File: src/rtl/uart_pkg.sv
// Shared UART definitions: FSM state encoding and frame constants used by
// both the transmitter and the existing receiver.
package uart_pkg;

  typedef enum logic [1:0] {
    IDLE,
    START,
    DATA,
    STOP
  } uart_state_e;

  localparam int DEFAULT_CLK_DIV = 104;
  localparam int DATA_BITS       = 8;
  localparam int STOP_BITS       = 1;

endpackage

File: src/rtl/uart_tx_fifo.sv
// Synchronous FIFO with an extra pointer bit so full and empty can be told
// apart when the wrapped read and write addresses are equal.
module uart_tx_fifo #(
  parameter int WIDTH = 8,
  parameter int DEPTH = 4
) (
  input  logic                     i_clk,
  input  logic                     i_rst,
  input  logic                     i_push,
  input  logic [WIDTH-1:0]         i_data,
  input  logic                     i_pop,
  output logic [WIDTH-1:0]         o_data,
  output logic                     o_full,
  output logic                     o_empty,
  output logic [$clog2(DEPTH):0]   o_level
);

  localparam int AW = $clog2(DEPTH);
  localparam logic [AW:0] PTR_ONE = 1;

  logic [WIDTH-1:0] r_mem [DEPTH];
  logic [AW:0]      r_wrPtr;
  logic [AW:0]      r_rdPtr;
  logic             w_push;
  logic             w_pop;

  assign w_push  = i_push && !o_full;
  assign w_pop   = i_pop && !o_empty;
  assign o_empty = (r_wrPtr == r_rdPtr);
  assign o_full  = (r_wrPtr[AW] != r_rdPtr[AW]) &&
                   (r_wrPtr[AW-1:0] == r_rdPtr[AW-1:0]);
  assign o_level = r_wrPtr - r_rdPtr;
  assign o_data  = r_mem[r_rdPtr[AW-1:0]];

  always_ff @(posedge i_clk or posedge i_rst) begin
    if (i_rst) begin
      r_wrPtr <= '0;
      r_rdPtr <= '0;
    end else begin
      if (w_push) r_wrPtr <= r_wrPtr + PTR_ONE;
      if (w_pop)  r_rdPtr <= r_rdPtr + PTR_ONE;
    end
  end

  // Storage is not reset; flushing the pointers is enough to discard it.
  always_ff @(posedge i_clk) begin
    if (w_push) r_mem[r_wrPtr[AW-1:0]] <= i_data;
  end

endmodule

File: src/rtl/uart_tx.sv
// 8N1 UART transmitter: a small FIFO feeds a bit FSM, the registered line
// drops for the start bit on the same edge the head byte is popped.
module uart_tx
  import uart_pkg::*;
#(
  parameter int CLK_DIV    = DEFAULT_CLK_DIV,
  parameter int FIFO_DEPTH = 4
) (
  input  logic                          hw_clk,
  input  logic                          rst,
  input  logic [7:0]                    tx_data,
  input  logic                          tx_valid,
  output logic                          tx_ready,
  output logic                          uarttx,
  output logic                          busy,
  output logic [$clog2(FIFO_DEPTH):0]   fifo_level
);

  localparam int CW = $clog2(CLK_DIV);
  localparam logic [CW-1:0] BAUD_LAST = CW'(CLK_DIV - 1);
  localparam logic [CW-1:0] BAUD_ONE  = 1;
  localparam logic [2:0]    BIT_LAST  = 3'(DATA_BITS - 1);

  uart_state_e r_state, w_nextState;
  logic [7:0]    r_shift, w_nextShift;
  logic [2:0]    r_bitCnt, w_nextBitCnt;
  logic [CW-1:0] r_baud, w_nextBaud;
  logic          r_uarttx, w_nextTx;
  logic          w_pop;
  logic          w_full;
  logic          w_empty;
  logic          w_baudDone;
  logic [7:0]    w_fifoData;

  uart_tx_fifo #(
    .WIDTH (8),
    .DEPTH (FIFO_DEPTH)
  ) u_fifo (
    .i_clk   (hw_clk),
    .i_rst   (rst),
    .i_push  (tx_valid),
    .i_data  (tx_data),
    .i_pop   (w_pop),
    .o_data  (w_fifoData),
    .o_full  (w_full),
    .o_empty (w_empty),
    .o_level (fifo_level)
  );

  assign tx_ready   = !w_full;
  assign uarttx     = r_uarttx;
  assign busy       = (r_state != IDLE) || (fifo_level != '0);
  assign w_baudDone = (r_baud == BAUD_LAST);

  always_ff @(posedge hw_clk or posedge rst) begin
    if (rst) begin
      r_state  <= IDLE;
      r_shift  <= '0;
      r_bitCnt <= '0;
      r_baud   <= '0;
      r_uarttx <= 1'b1;
    end else begin
      r_state  <= w_nextState;
      r_shift  <= w_nextShift;
      r_bitCnt <= w_nextBitCnt;
      r_baud   <= w_nextBaud;
      r_uarttx <= w_nextTx;
    end
  end

  // Every bit boundary reloads the baud counter to zero, so bit times never drift.
  always_comb begin
    w_nextState  = r_state;
    w_nextShift  = r_shift;
    w_nextBitCnt = r_bitCnt;
    w_nextBaud   = r_baud + BAUD_ONE;
    w_nextTx     = r_uarttx;
    w_pop        = 1'b0;
    if (w_baudDone) w_nextBaud = '0;
    case (r_state)
      IDLE: begin
        w_nextTx     = 1'b1;
        w_nextBaud   = '0;
        w_nextBitCnt = '0;
        if (!w_empty) begin
          w_pop       = 1'b1;
          w_nextShift = w_fifoData;
          w_nextState = START;
          w_nextTx    = 1'b0;
        end
      end
      START: begin
        if (w_baudDone) begin
          w_nextState  = DATA;
          w_nextBitCnt = '0;
          w_nextTx     = r_shift[0];
        end
      end
      DATA: begin
        if (w_baudDone) begin
          if (r_bitCnt == BIT_LAST) begin
            w_nextState = STOP;
            w_nextTx    = 1'b1;
          end else begin
            w_nextShift  = {1'b0, r_shift[7:1]};
            w_nextBitCnt = r_bitCnt + 3'd1;
            w_nextTx     = r_shift[1];
          end
        end
      end
      STOP: begin
        if (w_baudDone) begin
          if (!w_empty) begin
            w_pop       = 1'b1;
            w_nextShift = w_fifoData;
            w_nextState = START;
            w_nextTx    = 1'b0;
          end else begin
            w_nextState = IDLE;
            w_nextTx    = 1'b1;
          end
        end
      end
      default: begin
        w_nextState = IDLE;
        w_nextTx    = 1'b1;
      end
    endcase
  end

endmodule
File: config.mk
export PLATFORM = sky130hd
export DESIGN_NAME = uart_tx
export DESIGN_NICKNAME = d
export VERILOG_FILES = /design/src/rtl/uart_pkg.sv /design/src/rtl/uart_tx_fifo.sv /design/src/rtl/uart_tx.sv
export SDC_FILE = /design/constraint.sdc
export NUM_CORES = 1
export LEC_CHECK = 0
export ABC_AREA = 1
export ABC_CLOCK_PERIOD_IN_PS = 3800
export CAP_MARGIN = 0
export CORE_ASPECT_RATIO = 0.9
export CORE_MARGIN = 4
export CORE_UTILIZATION = 63
export CTS_CLUSTER_DIAMETER = 30
export DETAILED_ROUTE_END_ITERATION = 16
export PLACE_DENSITY = 0.95
export SLEW_MARGIN = 5
export SYNTH_ARGS = -nofsm -noshare
export SYNTH_HDL_FRONTEND = slang
export SYNTH_SLANG_ARGS = --single-unit
File: constraint.sdc
create_clock -name hw_clk -period 3.8 [get_ports hw_clk]
set_clock_uncertainty 0.15 [all_clocks]
set_input_delay 0.38 -clock hw_clk [delete_from_list [all_inputs] [get_ports hw_clk]]
set_output_delay 0.38 -clock hw_clk [all_outputs]
set_load 0.03 [all_outputs]
==> flow_summary.toml, run 1 <==
[detailed_routing]
viasPerCell = 5.24
dr.pass1.iters = 4
via_count = 2076
wire_per_inst_um = 13.3
ant_nets = 0
drt_iter0_drc = 102
drt_wl_total_mm = 5.28
drc = 0

[logic_synthesis]
synth_top_area_share_pct = 32.7
ys_ff_latch = 59
seq_area_frac_synth_pct = 55.8
syn-num-nets = 334
synth_area_leaders = "edfxtp_1, dfrtp_1, nand2_1, ha_1, nand3_1"
syn_avg_cell_area_um2 = 9.56
ys_dominant_reg_cell = "edfxtp_1"
synth_top_cell_by_area = "edfxtp_1"
async_reset_ff_share_pct = 45.8
syn-cell-area_mm2 = 0.00294
synth_edf_count = 32
ys_types = 28
synth_cells = 307
ys_warn_count = 0

[critical_path]
path_max_fanout = 20
worst_setup_path_end_kind = "primary output"
cp_top_family = "adder cells"
max_stage_delay_ns = 0.68
crit_start = "u_fifo.r_rdPtr[0]"
crit_chain = "ha_1, fa_1, xor2_1, nand4_1, clkdlybuf4s50_1"
r2r-start = "u_fifo.r_rdPtr[1]"
cp_slowest_cell = "clkdlybuf4s50_1"
crit_type = "reg -> out"
worstPathRequired_ns = 3.27
arrival_ns = 2.57
critPathBufInv = 1
cp-start-kind = "flop"

[grt]
grt_pass1_wl_mm = 9.11
met1_usage_pct = 25.4
antenna_found_initial = 0
use_met3_pct = 8.89
grt-busiest-layer = "met2"
grt_pass1_vias = 2077
use_met2_pct = 34.2
grt.overflow.total = 0
grt_max_degree = 28
track_usage_pct = 21.3

[sta]
period_needed_ns = 3.10
timing.final.crit_share_pct = 81.6
relSlewSlack_pct = 30.3
rsz0062_at_grt = "false"
hold_violations = 0
max_freq_mhz = 323
final.setup.tns_ns = 0
final_max_slew_viol_count = 0
worst_pin_slew_ns = 1.04
setup_viol = 0

[power]
swShare_pct = 32.6
power.share.clock_pct = 30.3
cellPowerDensity_mw_per_mm2 = 513
power_switching_w = 0.000556
intPower_w = 0.00115
p_comb_share_pct = 22.5
ir_worst_vdd_mv = 0.517
seqPwrFrac_pct = 47.2
power.leakage_nw = 1.55
fin_total_pwr_w = 0.00171

[layout]
layout.nets = 356
drive_gt1_share_pct = 12.9
area_delta_synth_final_pct = 13.3
fillers = 330
design_area_mm2 = 0.00333
fin_cells = 396
diodes = 0

[placed_design]
place_inst = 380
place.gp.congestion = 0.836
dp_hpwl_mm = 3.83
dpl-instance-area_mm2 = 0.00314
port_buffers = 16

[clock_network]
clk_latency_ns = 0.35
clk_pin_slew_ns = 0.07
clockRootBuffer = "clkbuf_8"
cts_buffer_depth = 2
cts-buffers-inserted = 9
tritoncts = "done"
clock-sinks = 59
cts_resized = 0
cts_setup_buffers = 0
cts_hold_buf = 0
cts.htree.levels = 3

[run_status]
status = "complete, no violations"

[worst_hold_path]
hold_path_startpoint = "uarttx"
min_path_type = "reg -> reg"

[floorplan]
top_level_ports = 17
die_area_mm2 = 0.00582
initial_utilization_pct = 65.4
coreArea_mm2 = 0.00449
row_count = 23
die_w_um = 80.0
die_h_um = 72.8

[flow_run]
drv_cap = 0
## final timing paths
check / slack [ns] / cells after the start / to
max in group asynchronous: 2.43 / 2 / u_fifo.r_wrPtr[2]
setup reg to reg: 1.23 / 7 / u_fifo.r_mem[1][0]
hold reg to reg: 0.32 / 2 / uarttx
hold / removal: 0.32 / 2 / uarttx
min in group asynchronous: 0.44 / 2 / r_shift[5]
setup / recovery: 0.70 / 5 / busy
## power by group through the flow
| stage | clock network [W] | registers, W | logic (W) |
|---|---|---|---|
| 2_1_floorplan | 0 | 0.000804 | 0.000265 |
| 3_3_place_gp | 0 | 0.000813 | 0.000374 |
| 3_5_place_dp | 0 | 0.000817 | 0.000386 |
| 4_1_cts | 0.000531 | 0.000804 | 0.000389 |
| 5_1_grt | 0.000566 | 0.000810 | 0.000427 |
| 6_report | 0.000517 | 0.000805 | 0.000385 |
## metrics by stage
step	hold WS [ns]	worst slack, ns	util (%)
after floorplan	0.282	1.53	-
after global placement	0.305	1.11	70.0
after detailed placement	0.309	1.07	70.0
after CTS	0.320	0.681	74.1
after global routing	0.351	0.555	74.1
final	0.319	0.699	74.1
## flip-flops by register name, indices dropped and copies added (netlist names)
register        count
r_baud              7
r_state             2
u_fifo.r_rdPtr      3
uarttx              1
u_fifo.r_wrPtr      3
r_bitCnt            3
u_fifo.r_mem       32
r_shift             8
## routing by layer
layer	up-vias	part of all wire, %
li1	1039	-
met1	971	44
met2	52	49
met3	14	5.2
met4	0	1.9
met5	-	0
## logic make-up after synthesis
family | count (synthesis) | share of synthesized area (%)
simple gates | 177 | 27.8
compound gates | 15 | 2.98
xor+xnor | 5 | 1.49
fa+ha+maj | 16 | 7.08
buf+inv | 35 | 4.86
flops | 59 | 55.8
## placed cells by master, fill, tap and decap left out
| master | synthesis | final |
|---|---|---|
| inv_1 | 26 | 26 |
| a21oi_1 | 4 | 4 |
| o21ai_2 | 1 | 1 |
| dfrtp_1 | 26 | 26 |
| clkbuf_8 | 0 | 9 |
| xor2_1 | 4 | 4 |
| nand2_1 | 105 | 105 |
| a41oi_1 | 1 | 1 |
| o31ai_1 | 1 | 1 |
| clkdlybuf4s50_1 | 0 | 16 |
| inv_6 | 0 | 3 |
| o21ai_1 | 4 | 4 |
| o21a_1 | 1 | 1 |
| dfstp_2 | 1 | 1 |
| nand2_2 | 9 | 9 |
| nor2_2 | 3 | 3 |
| clkinvlp_4 | 0 | 2 |
| nand3_1 | 34 | 34 |
| nand4_1 | 2 | 2 |
| o21ai_0 | 3 | 3 |
| nor2_1 | 15 | 15 |
| nand2_4 | 5 | 5 |
| nand3_2 | 2 | 2 |
| nor2_4 | 1 | 1 |
| edfxtp_1 | 32 | 32 |
| clkinv_4 | 0 | 2 |
| inv_2 | 4 | 4 |
| fa_1 | 1 | 1 |
| ha_1 | 15 | 15 |
| nor2_8 | 1 | 1 |
| xnor2_1 | 1 | 1 |
## area by class of cell
type                            instances  area, um2  share of cell area [%]
Multi-Input combinational cell        213       1150                    34.7
Sequential cell                        59       1640                    49.2
Clock buffer                            9        124                    3.72
Inverter                               30        113                    3.39
Tap cell                               62       77.6                    2.33
Clock inverter                          7       58.8                    1.77
Timing Repair Buffer                   16        160                    4.82
## synthesized netlist by cell type, types with 2 or more instances
cell type,count
nand2_4,5
buf_4,2
nand3_2,2
dfrtp_1,26
nand2_2,9
o21ai_0,3
xor2_1,4
buf_2,3
inv_1,26
nor2_2,3
nand4_1,2
nand2_1,105
edfxtp_1,32
o21ai_1,4
nor2_1,15
nand3_1,34
ha_1,15
inv_2,4
a21oi_1,4
## worst min-delay path, cell delays in order, from the launching register on
cell     delay, ns
dfstp_2       0.37
nand2_1       0.05
nand2_1       0.05
No activity file was read; power rests on OpenSTA's default activity.
==> run 2: changes to the inputs <==
--- a/config.mk
+++ b/config.mk
@@ -6,14 +6,14 @@
 export NUM_CORES = 1
 export LEC_CHECK = 0
 export ABC_AREA = 1
-export ABC_CLOCK_PERIOD_IN_PS = 3800
+export ABC_CLOCK_PERIOD_IN_PS = 2900
 export CAP_MARGIN = 0
 export CORE_ASPECT_RATIO = 0.9
 export CORE_MARGIN = 4
-export CORE_UTILIZATION = 63
+export CORE_UTILIZATION = 59
 export CTS_CLUSTER_DIAMETER = 30
 export DETAILED_ROUTE_END_ITERATION = 16
-export PLACE_DENSITY = 0.95
+export PLACE_DENSITY = 0.91
 export SLEW_MARGIN = 5
 export SYNTH_ARGS = -nofsm -noshare
 export SYNTH_HDL_FRONTEND = slang
==> constraint.sdc (replaced) <==
create_clock -name hw_clk -period 2.9 [get_ports hw_clk]
set_clock_uncertainty 0.15 [all_clocks]
set_input_delay 0.29 -clock hw_clk [delete_from_list [all_inputs] [get_ports hw_clk]]
set_output_delay 0.29 -clock hw_clk [all_outputs]
set_load 0.03 [all_outputs]
==> flow_summary.toml, run 2 (synthesized netlist as in run 1, its figures left out) <==
[grt]
met1_usage_pct = 25.7
track_usage_pct = 21.7
antenna_found_initial = 0
grt_pass1_wl_mm = 9.64
use_met3_pct = 6.46
use_met2_pct = 36.0
grt-busiest-layer = "met2"
grt_pass1_vias = 2050
grt_max_degree = 20
grt.overflow.total = 0

[layout]
layout.nets = 358
fillers = 346
drive_gt1_share_pct = 12.5
final_cell_mix = "nand2_1, nand3_1, edfxtp_1"
diodes = 0
largest_reg_flops = 32
area_delta_synth_final_pct = 14.8
design_area_mm2 = 0.00337
finalCoreUtilization_pct = 69.7
final_common_cell = "nand2_1"

[detailed_routing]
ant_nets = 0
viasPerCell = 5.08
drc = 0
dr.pass1.iters = 5
wire_per_inst_um = 13.7
via_count = 2039
drt_wl_total_mm = 5.48
drt_iter0_drc = 110

[floorplan]
initial_utilization_pct = 60.7
die_area_mm2 = 0.00617
top_level_ports = 17
die_h_um = 74.9
row_count = 24
coreArea_mm2 = 0.00483
die_w_um = 82.4

[critical_path]
critPathBufInv = 2
path_max_fanout = 4
crit_type = "reg -> out"
worst_setup_path_end_kind = "primary output"
cp_num_cells = 6
cp_slowest_cell = "clkdlybuf4s50_1"
crit_chain = "inv_1, ha_1, fa_1, xor2_1, nand4_1, clkdlybuf4s50_1"
r2r-start = "u_fifo.r_rdPtr[1]"
r2r_cells = 7
max_stage_delay_ns = 0.67
worstPathRequired_ns = 2.46
cp_top_family = "buffers and inverters"
cp-start-kind = "flop"
reg2reg_to = "u_fifo.r_mem[2][6]"
r2r_slack_ns = 0.44
arrival_ns = 2.32

[clock_network]
clk_pin_slew_ns = 0.06
clk_latency_ns = 0.34
clockRootBuffer = "clkbuf_8"
cts_setup_buffers = 0
clock-sinks = 59
cts_hold_buf = 0
cts_buffer_depth = 2
cts-buffers-inserted = 9
cts_resized = 0
cts.htree.levels = 3
tritoncts = "done"

[power]
cellPowerDensity_mw_per_mm2 = 697
power.leakage_nw = 1.58
ir_worst_vdd_mv = 0.611

[sta]
hold_violations = 0
period_needed_ns = 2.76
max_freq_mhz = 362
rsz0062_at_grt = "false"
whs_ns = 0.155
final_max_slew_viol_count = 0
setup_ws_ns = 0.138
setup_viol = 0
worst_pin_slew_ns = 0.619
relSlewSlack_pct = 58.6
timing.final.crit_share_pct = 95.2
final.setup.tns_ns = 0

[placed_design]
dp_hpwl_mm = 4.04
dpl-instance-area_mm2 = 0.00316
port_buffers = 16
dp_slack_ns = 0.451
place.gp.congestion = 0.826

[run_status]
status = "complete, no violations"

[worst_hold_path]
min_path_type = "in -> async"

[flow_run]
drv_cap = 0
-- run 2: worst max path at each step --
stage                           start                  to  slack (ns)
finish              u_fifo.r_wrPtr[0]                busy        0.14
global route        u_fifo.r_wrPtr[0]                busy        0.02
CTS                 u_fifo.r_wrPtr[0]                busy        0.12
detailed placement  u_fifo.r_rdPtr[1]  u_fifo.r_mem[2][4]        0.45
global placement    u_fifo.r_wrPtr[0]                busy        0.53
floorplan           u_fifo.r_rdPtr[1]  u_fifo.r_mem[2][0]        0.63
-- run 2: worst reg2reg max path, stage by stage, from the launching register on --
cell	delay, ns
dfrtp_1	0.57
inv_2	0.17
ha_1	0.33
nand2_1	0.06
inv_1	0.08
nand3_2	0.09
nand2_2	0.13
nor2_1	0.51
-- run 2: layout make-up --
cell class              instances  area (um2)  area share (%)
clock buffers                  11         131            3.90
clock inverters                 5        77.6            2.30
inverters                      30         113            3.34
multi-input cells             213        1150            34.3
flip-flops and latches         59        1640            48.6
well taps                      65        81.3            2.41
repair buffers                 18         175            5.20
-- run 2: power breakdown --
part           total (W)  leakage, nW  internal, W  switching (W)
combinational   0.000505        0.853     0.000181       0.000323
clock           0.000786        0.105     0.000481       0.000305
sequential       0.00106        0.621      0.00101      0.0000507
total            0.00235         1.58      0.00167       0.000679
-- run 2: per-layer routing --
metal / vias up / part of all wire (%)
li1: 1043 / -
met1: 941 / 43
met2: 40 / 50
met3: 15 / 4.6
met4: 0 / 2.8
met5: - / 0
-- run 2: metrics by stage --
stage | total power (W) | instances
finish | 0.00235 | 401
global route | 0.00247 | 401
CTS | 0.00237 | 401
detailed placement | 0.00158 | 385
global placement | 0.00156 | 385
floorplan | 0.00140 | 307
==> run 3: changes to the inputs <==
--- a/config.mk
+++ b/config.mk
@@ -8,7 +8,6 @@
 export ABC_AREA = 1
 export ABC_CLOCK_PERIOD_IN_PS = 2900
 export CAP_MARGIN = 0
-export CORE_ASPECT_RATIO = 0.9
 export CORE_MARGIN = 4
 export CORE_UTILIZATION = 59
 export CTS_CLUSTER_DIAMETER = 30
==> flow_summary.toml, run 3 (synthesized netlist as in run 1, its figures left out) <==
[layout]
final_cell_mix = "nand2_1, nand3_1, edfxtp_1"
final_common_cell = "nand2_1"
area_delta_synth_final_pct = 15.5
layout.nets = 359
drive_gt1_share_pct = 13.4
diodes = 0
largest_reg_flops = 32
fillers = 335
multi_input_area_mm2 = 0.00115
finalCoreUtilization_pct = 70.8
register_area_mm2 = 0.00164

[clock_network]
cts.htree.levels = 3
clk_pin_slew_ns = 0.07
cts-buffers-inserted = 9
cts_hold_buf = 0
cts_buffer_depth = 2
clockRootBuffer = "clkbuf_8"
cts_resized = 0
tritoncts = "done"
clk_latency_ns = 0.35
cts_setup_buffers = 0
clock-sinks = 59

[detailed_routing]
dr.pass1.iters = 5
drt_iter0_drc = 127
drt_wl_total_mm = 5.69
drc = 0
via_count = 2089
ant_nets = 0
viasPerCell = 5.17
wire_per_inst_um = 14.1

[critical_path]
worst_setup_path_end_kind = "primary output"
cp-start-kind = "flop"
max_stage_delay_ns = 0.67
path_max_fanout = 4
crit_type = "reg -> out"
arrival_ns = 2.33
crit_chain = "inv_1, ha_1, fa_1, xor2_1, inv_1, clkdlybuf4s50_1"
r2r_cells = 7
cpMostUsedCell = "inv_1"
cp_slowest_cell = "clkdlybuf4s50_1"
worstPathRequired_ns = 2.46

[grt]
antenna_found_initial = 0
grt_pass1_vias = 2088
grt_pass1_wl_mm = 9.53
grt.overflow.total = 0
track_usage_pct = 20.9
grt_max_degree = 28

[floorplan]
top_level_ports = 17
die_area_mm2 = 0.00617
die_h_um = 78.5
row_count = 25
coreArea_mm2 = 0.00479
initial_utilization_pct = 61.3
die_w_um = 78.5

[power]
power.share.clock_pct = 33.9
intPower_w = 0.00167
power.leakage_nw = 1.58
power_switching_w = 0.000703
swShare_pct = 29.6
seqPwrFrac_pct = 44.6
ir_worst_vdd_mv = 0.567
cellPowerDensity_mw_per_mm2 = 699
p_comb_share_pct = 21.5
fin_total_pwr_w = 0.00237

[sta]
worst_pin_slew_ns = 0.646
final.setup.tns_ns = 0
setup_viol = 0
hold_violations = 0
rsz0062_at_grt = "false"
max_freq_mhz = 362
period_needed_ns = 2.77
final_max_slew_viol_count = 0
setup_ws_ns = 0.134
timing.final.crit_share_pct = 95.4
relSlewSlack_pct = 56.8

[placed_design]
place.gp.congestion = 0.938
dp_slack_ns = 0.414
port_buffers = 16
dp_hpwl_mm = 4.11

[run_status]
status = "complete, no violations"

[flow_run]
drv_cap = 0

[worst_hold_path]
min_path_type = "in -> async"
[run 3: cell count changes in the layout (fill, tap and decap cells not counted), sizes merged]
cell,previous run,this run
buf,2,3
clkbuf,11,9
clkdlybuf4s50,16,15
clkinv,3,2
clkinvlp,0,2
dlymetal6s2s,0,1
inv,30,31
[run 3: layout make-up]
class	instances	area share, %
repair buffers	19	5.46
clock buffers	9	3.65
well taps	67	2.47
inverters	30	3.32
flip-flops and latches	59	48.3
multi-input cells	213	34.1
clock inverters	7	2.69
[run 3: power groups by stage]
stage                     Combinational [W]  Sequential, W  Clock (W)
after floorplan                    0.000347        0.00105          0
after global placement             0.000492        0.00107          0
after detailed placement           0.000510        0.00107          0
after CTS                          0.000514        0.00106   0.000813
after global routing               0.000566        0.00107   0.000865
final                              0.000509        0.00106   0.000804
[run 3: metal layers]
layer | vias up | routed length [um] | track usage, %
met2 | 65 | 2860 | 35.3
met4 | 0 | 138 | 9.79
met1 | 962 | 2360 | 23.1
li1 | 1044 | - | -
met3 | 18 | 319 | 7.91
met5 | - | 0 | 0
[run 3: worst paths after layout]
| kind | start | to | slack (ns) |
|---|---|---|---|
| max reg2reg | u_fifo.r_rdPtr[1] | u_fifo.r_mem[0][4] | 0.51 |
| min in group hw_clk | uarttx | uarttx | 0.32 |
| max in group asynchronous | rst | uarttx | 2.15 |
| max | u_fifo.r_wrPtr[0] | fifo_level[2] | 0.13 |
| min reg2reg | uarttx | uarttx | 0.32 |
| min | rst | u_fifo.r_rdPtr[1] | 0.15 |
[run 3: worst max-delay path: cells and delay by family (launching register included)]
kind,cells,cell delay (ns)
xor+xnor,1,0.18
flops,1,0.37
buf+inv,3,0.83
fa+ha+maj,2,0.59
[run 3: metrics by stage]
| step | hold slack (ns) | cell area [um2] | std cells |
|---|---|---|---|
| 2_1_floorplan | 0.192 | 2940 | 307 |
| 3_3_place_gp | 0.302 | 3170 | 388 |
| 3_5_place_dp | 0.309 | 3170 | 388 |
| 4_1_cts | 0.153 | 3390 | 404 |
| 5_1_grt | 0.182 | 3390 | 404 |
| 6_report | 0.151 | 3390 | 404 |
